==> config.mk <==
export PLATFORM = sky130hd
export DESIGN_NAME = uart_byte_tx_flat
export DESIGN_NICKNAME = d
export VERILOG_FILES = /design/src/rtl/uart_byte_tx_if.sv /design/src/rtl/uart_byte_tx.sv /design/src/flat_wrapper.sv
export SDC_FILE = /design/constraint.sdc
export NUM_CORES = 1
export LEC_CHECK = 0
export ABC_AREA = 1
export CELL_PAD_IN_SITES_DETAIL_PLACEMENT = 1
export CELL_PAD_IN_SITES_GLOBAL_PLACEMENT = 1
export CORE_AREA = 5 5 57 84
export DETAILED_ROUTE_END_ITERATION = 10
export DIE_AREA = 0 0 62 89
export GPL_TIMING_DRIVEN = 0
export MAX_ROUTING_LAYER = met4
export PLACE_DENSITY = 0.75
export SLEW_MARGIN = 20
export SYNTH_ARGS = -nofsm -noshare
export SYNTH_HDL_FRONTEND = slang
export SYNTH_SLANG_ARGS = --single-unit
==> constraint.sdc <==
create_clock -name clk -period 1.4 [get_ports clk]
set_input_delay 0.28 -clock clk [delete_from_list [all_inputs] [get_ports clk]]
set_output_delay 0.28 -clock clk [all_outputs]
set_load 0.01 [all_outputs]
==> src/rtl/uart_byte_tx_if.sv <==
// Byte-transmit handshake bundle: start/data from the producer,
// ready/serial line back from the transmitter.
interface uart_byte_tx_if;
    logic       txByteStart;
    logic [7:0] byteForTx;
    logic       txByteReady;
    logic       tx;

    modport master (
        output txByteStart,
        output byteForTx,
        input  txByteReady,
        input  tx
    );

    modport slave (
        input  txByteStart,
        input  byteForTx,
        output txByteReady,
        output tx
    );
endinterface

==> src/rtl/uart_byte_tx.sv <==
// UART byte transmitter: 8N1 frames (optionally 8E1), LSB first,
// with a start request that is active-low and sampled only in IDLE.
module uart_byte_tx #(
    parameter int CLKS_PER_BIT = 434,
    parameter bit PARITY_EN    = 1'b0
) (
    input  logic           clk,
    input  logic           rst,
    uart_byte_tx_if.slave  io_txIf
);

    localparam int              CNT_W    = $clog2(CLKS_PER_BIT);
    localparam logic [CNT_W-1:0] LAST_CNT = CNT_W'(CLKS_PER_BIT - 1);

    typedef enum logic [2:0] {
        IDLE,
        START,
        DATA,
        PARITY,
        STOP
    } state_t;

    state_t           r_state;
    logic [CNT_W-1:0] r_baudCnt;
    logic [2:0]       r_bitIdx;
    logic [7:0]       r_shift;
    logic             r_parity;
    logic             r_tx;
    logic             w_bitDone;

    assign w_bitDone           = (r_baudCnt == LAST_CNT);
    assign io_txIf.tx          = r_tx;
    assign io_txIf.txByteReady = (r_state == IDLE);

    // Frame sequencer; tx is loaded with the level of the state being entered
    // so the line is registered and changes on the same edge as the state.
    always_ff @(posedge clk) begin
        if (rst) begin
            r_state   <= IDLE;
            r_tx      <= 1'b1;
            r_baudCnt <= '0;
            r_bitIdx  <= '0;
            r_shift   <= 8'h00;
            r_parity  <= 1'b0;
        end else begin
            case (r_state)
                IDLE: begin
                    r_tx <= 1'b1;
                    if (!io_txIf.txByteStart) begin
                        r_shift   <= io_txIf.byteForTx;
                        r_parity  <= ^io_txIf.byteForTx;
                        r_baudCnt <= '0;
                        r_bitIdx  <= '0;
                        r_tx      <= 1'b0;
                        r_state   <= START;
                    end
                end

                START: begin
                    if (w_bitDone) begin
                        r_baudCnt <= '0;
                        r_tx      <= r_shift[0];
                        r_state   <= DATA;
                    end else begin
                        r_baudCnt <= r_baudCnt + 1'b1;
                    end
                end

                DATA: begin
                    if (w_bitDone) begin
                        r_baudCnt <= '0;
                        r_shift   <= {1'b0, r_shift[7:1]};
                        if (r_bitIdx == 3'd7) begin
                            r_bitIdx <= '0;
                            if (PARITY_EN) begin
                                r_tx    <= r_parity;
                                r_state <= PARITY;
                            end else begin
                                r_tx    <= 1'b1;
                                r_state <= STOP;
                            end
                        end else begin
                            r_bitIdx <= r_bitIdx + 3'd1;
                            r_tx     <= r_shift[1];
                        end
                    end else begin
                        r_baudCnt <= r_baudCnt + 1'b1;
                    end
                end

                PARITY: begin
                    if (w_bitDone) begin
                        r_baudCnt <= '0;
                        r_tx      <= 1'b1;
                        r_state   <= STOP;
                    end else begin
                        r_baudCnt <= r_baudCnt + 1'b1;
                    end
                end

                STOP: begin
                    if (w_bitDone) begin
                        r_baudCnt <= '0;
                        r_tx      <= 1'b1;
                        r_state   <= IDLE;
                    end else begin
                        r_baudCnt <= r_baudCnt + 1'b1;
                    end
                end

                default: begin
                    r_baudCnt <= '0;
                    r_bitIdx  <= '0;
                    r_tx      <= 1'b1;
                    r_state   <= IDLE;
                end
            endcase
        end
    end

endmodule

==> src/flat_wrapper.sv <==
// flat-port wrapper written by rule: the top's interface ports become plain ports
module uart_byte_tx_flat 
#(
    parameter int CLKS_PER_BIT = 434,
    parameter bit PARITY_EN    = 1'b0
)
  (clk, rst, io_txIf_txByteStart, io_txIf_byteForTx, io_txIf_txByteReady, io_txIf_tx);
  uart_byte_tx_if io_txIf_i ();
  input  logic clk;
  input  logic rst;
  input wire logic [$bits(io_txIf_i.txByteStart)-1:0] io_txIf_txByteStart;
  input wire logic [$bits(io_txIf_i.byteForTx)-1:0] io_txIf_byteForTx;
  output wire logic [$bits(io_txIf_i.txByteReady)-1:0] io_txIf_txByteReady;
  output wire logic [$bits(io_txIf_i.tx)-1:0] io_txIf_tx;
  assign io_txIf_i.txByteStart = io_txIf_txByteStart;
  assign io_txIf_i.byteForTx = io_txIf_byteForTx;
  assign io_txIf_txByteReady = io_txIf_i.txByteReady;
  assign io_txIf_tx = io_txIf_i.tx;
  uart_byte_tx #(.CLKS_PER_BIT(CLKS_PER_BIT), .PARITY_EN(PARITY_EN)) u_core (.clk(clk), .rst(rst), .io_txIf(io_txIf_i));
endmodule
==> reports/metrics.cfg <==
[global_route]
overflow=0
antenna_found_initial=0
grt_pass1_vias=1387
track_usage_pct=15.03
grt_max_degree=14
grt_pass1_wl_mm=6.009

[floorplan]
die_w_um=62
coreArea_mm2=0.003924
ios=13
dieArea_mm2=0.005518
initial_core_util_pct=33.96
die_h_um=89
rows=28

[clock_tree]
clock_path_buffers=2
cts.sink_count=24
htreeDepth=1
cts-root-buf=clkbuf_8
cts_made_buffers=3
cts_tree=built
clock_latency_ns=0.27
clkSlewWorstSetupHoldPaths_ns=0.09

[timing]
finalHoldViolCount=0
timing.final.ws_setup_ns=-0.004203
setup_viol=2
worst_pin_slew_ns=0.2898
grt_setup_unrepaired=yes
drv_slew=0
skew_ns=0.004921
fmax_mhz=712.1
timing.slew.headroom_pct=80.66
whs_ns=0.4729
finalCritPeriodShare_pct=100.3
setup_tns_ns=-0.004730
period_needed_ns=1.404

[final_layout]
regArea_um2=500.5
diodes=0
layout-drive-gt1-share_pct=26.78
fill_cells=511
fin_cells=284
multi_input_area_um2=850.8
nets=255
area_growth_pct=37.37

[yosys]
synth_cells=212
ys.flop_type=dfxtp_1
yosysMostFrequentCell=nand2_1
avgSynthCellArea_um2=6.286
synthTopCellsByArea=dfxtp_1 (36%), nand2_1 (19%), nor2_1 (12%)
seq_area_frac_synth_pct=36.06
synth.net_count=227
synthArstFlopShare_pct=0
synth-edff-count=0
synth-seq-cells=24
yosysWarnings=0
synth_top_area_share_pct=36.06
synth_cell_type_count=24
synth_area_mm2=0.001333
synthTopCellsByCount=nand2_1 (67), nor2_1 (43), inv_1 (26), dfxtp_1 (24), nand3_1 (9)
yosysTopAreaCell=dfxtp_1

[detailed_routing]
wirelength_mm=3.758
initialDrtViolationCount=59
avgViaCountPerCell=4.803
drc=0
firstDrtPassIters=4
postRouteAntennaNets=0
wl_per_cell_um=13.23
vias=1364

[hold_path]
hp-start=u_core.r_shift[2]
hold_path_class=register to register
worst_hold_path.num_cells=2

[setup_path]
crit_path_start_kind=register
crit_path_max_fanout=5
cp-end-kind=register
r2r_end=u_core.r_shift[4]
crit_end=u_core.r_shift[4]
ff2ff_path_depth=10
path_class=register to register
critPathLaunch=u_core.r_baudCnt[1]
timing.rr.start=u_core.r_baudCnt[1]
critPathArrivalTime_ns=1.58
worstPathRequired_ns=1.58
r2r_slack_ns=-0.004

[placement]
place_inst=269
pre_cts_slack_ns=-0.2815
gp_congestion=0.8028
dp_hpwl_mm=2.444
io_buffers=12

[run_status]
violations=negative setup slack
status=complete, but fails checks

[pwr]
p_leak_nw=0.8562
ir_worst_vdd_mv=1.275
power.density_mw_per_mm2=2150

[flow_run]
max_cap_violations=0

## cell families after synthesis
family,Yosys count,synth area share (%)
AO/OA/AOI/OAI,14,6.573
XOR/XNOR,2,1.315
buffers and inverters,33,10.05
adder cells (fa/ha/maj),4,3.756
flip-flops,24,36.06
AND/OR/NAND/NOR,135,42.25
## critical path, stage by stage (launching register included)
cell	delay (ns)
dfxtp_2	0.34
inv_2	0.06
ha_4	0.13
nand2_4	0.05
nor2_4	0.11
nand2_4	0.09
a21oi_4	0.23
buf_6	0.17
nand2_2	0.04
nand2_1	0.05
nor2_1	0.04
## placed cells by master, fill, tap and decap left out, drive strengths merged
| cell type | n |
|---|---|
| a21oi | 5 |
| a31oi | 1 |
| buf | 14 |
| clkbuf | 5 |
| clkdlybuf4s50 | 10 |
| clkinvlp | 1 |
| dfxtp | 24 |
| dlygate4sd2 | 1 |
| ha | 4 |
| inv | 29 |
| nand2 | 70 |
| nand3 | 10 |
| nand3b | 1 |
| nand4 | 4 |
| nor2 | 44 |
| nor3 | 4 |
| o21a | 2 |
| o21ai | 6 |
| or2 | 2 |
| xor2 | 2 |
## layout make-up
| type | instances | share of cell area [%] |
|---|---|---|
| multi-input cells | 155 | 46.48 |
| flip-flops and latches | 24 | 27.34 |
| repair buffers | 22 | 11.35 |
| inverters | 29 | 6.220 |
| well taps | 45 | 3.076 |
| clock buffers | 4 | 3.008 |
| plain buffers | 4 | 2.119 |
| repair inverters | 1 | 0.4101 |
## metrics by stage
step           area [µm²]  power (mW)  utilization, %
5_1_grt              1831       4.313           46.65
3_3_place_gp         1509       2.734           38.46
6_report             1831       3.935           46.65
3_5_place_dp         1509       2.787           38.46
2_1_floorplan        1333       2.308               -
4_1_cts              1684       3.607           42.92
## state kept, by name, indices dropped and copies added (netlist names)
register           count
u_core.r_baudCnt       9
u_core.r_shift         8
u_core.r_bitIdx        3
u_core.r_state         3
u_core.io_txIf.tx      1
## where the power goes
part,switching (mW),total [mW],internal [mW],leakage (nW)
sequential,0.197,1.13,0.934,0.201
combinational,1.34,2.31,0.977,0.626
clock,0.240,0.492,0.252,0.0288
## worst min path at each step
stage and to:
2_1_floorplan u_core.r_baudCnt[1], 3_3_place_gp u_core.r_shift[6], 3_5_place_dp u_core.r_shift[2], 4_1_cts u_core.r_shift[2], 5_1_grt u_core.r_shift[7], 6_report u_core.r_shift[2]
## routing by layer
layer	vias up	share of wire [%]	global-route usage, %	wire length [µm]
met2	15	56	26.79	2115
met4	0	2.4	7.143	89
met5	-	0	-	0
met1	635	40	15.40	1485
met3	7	1.8	2.312	68
li1	707	-	-	-
## repair_timing
action / CTS / global route
hold endpoints to repair: 0 / 0
setup endpoints to repair: 23 / 23
cloned: 1 / 1
hold buffers: 0 / 0
pin swaps: 5 / 12
gates resized for setup: 26 / 42
setup buffers: 8 / 1
Power figures use the tool's default switching activity.
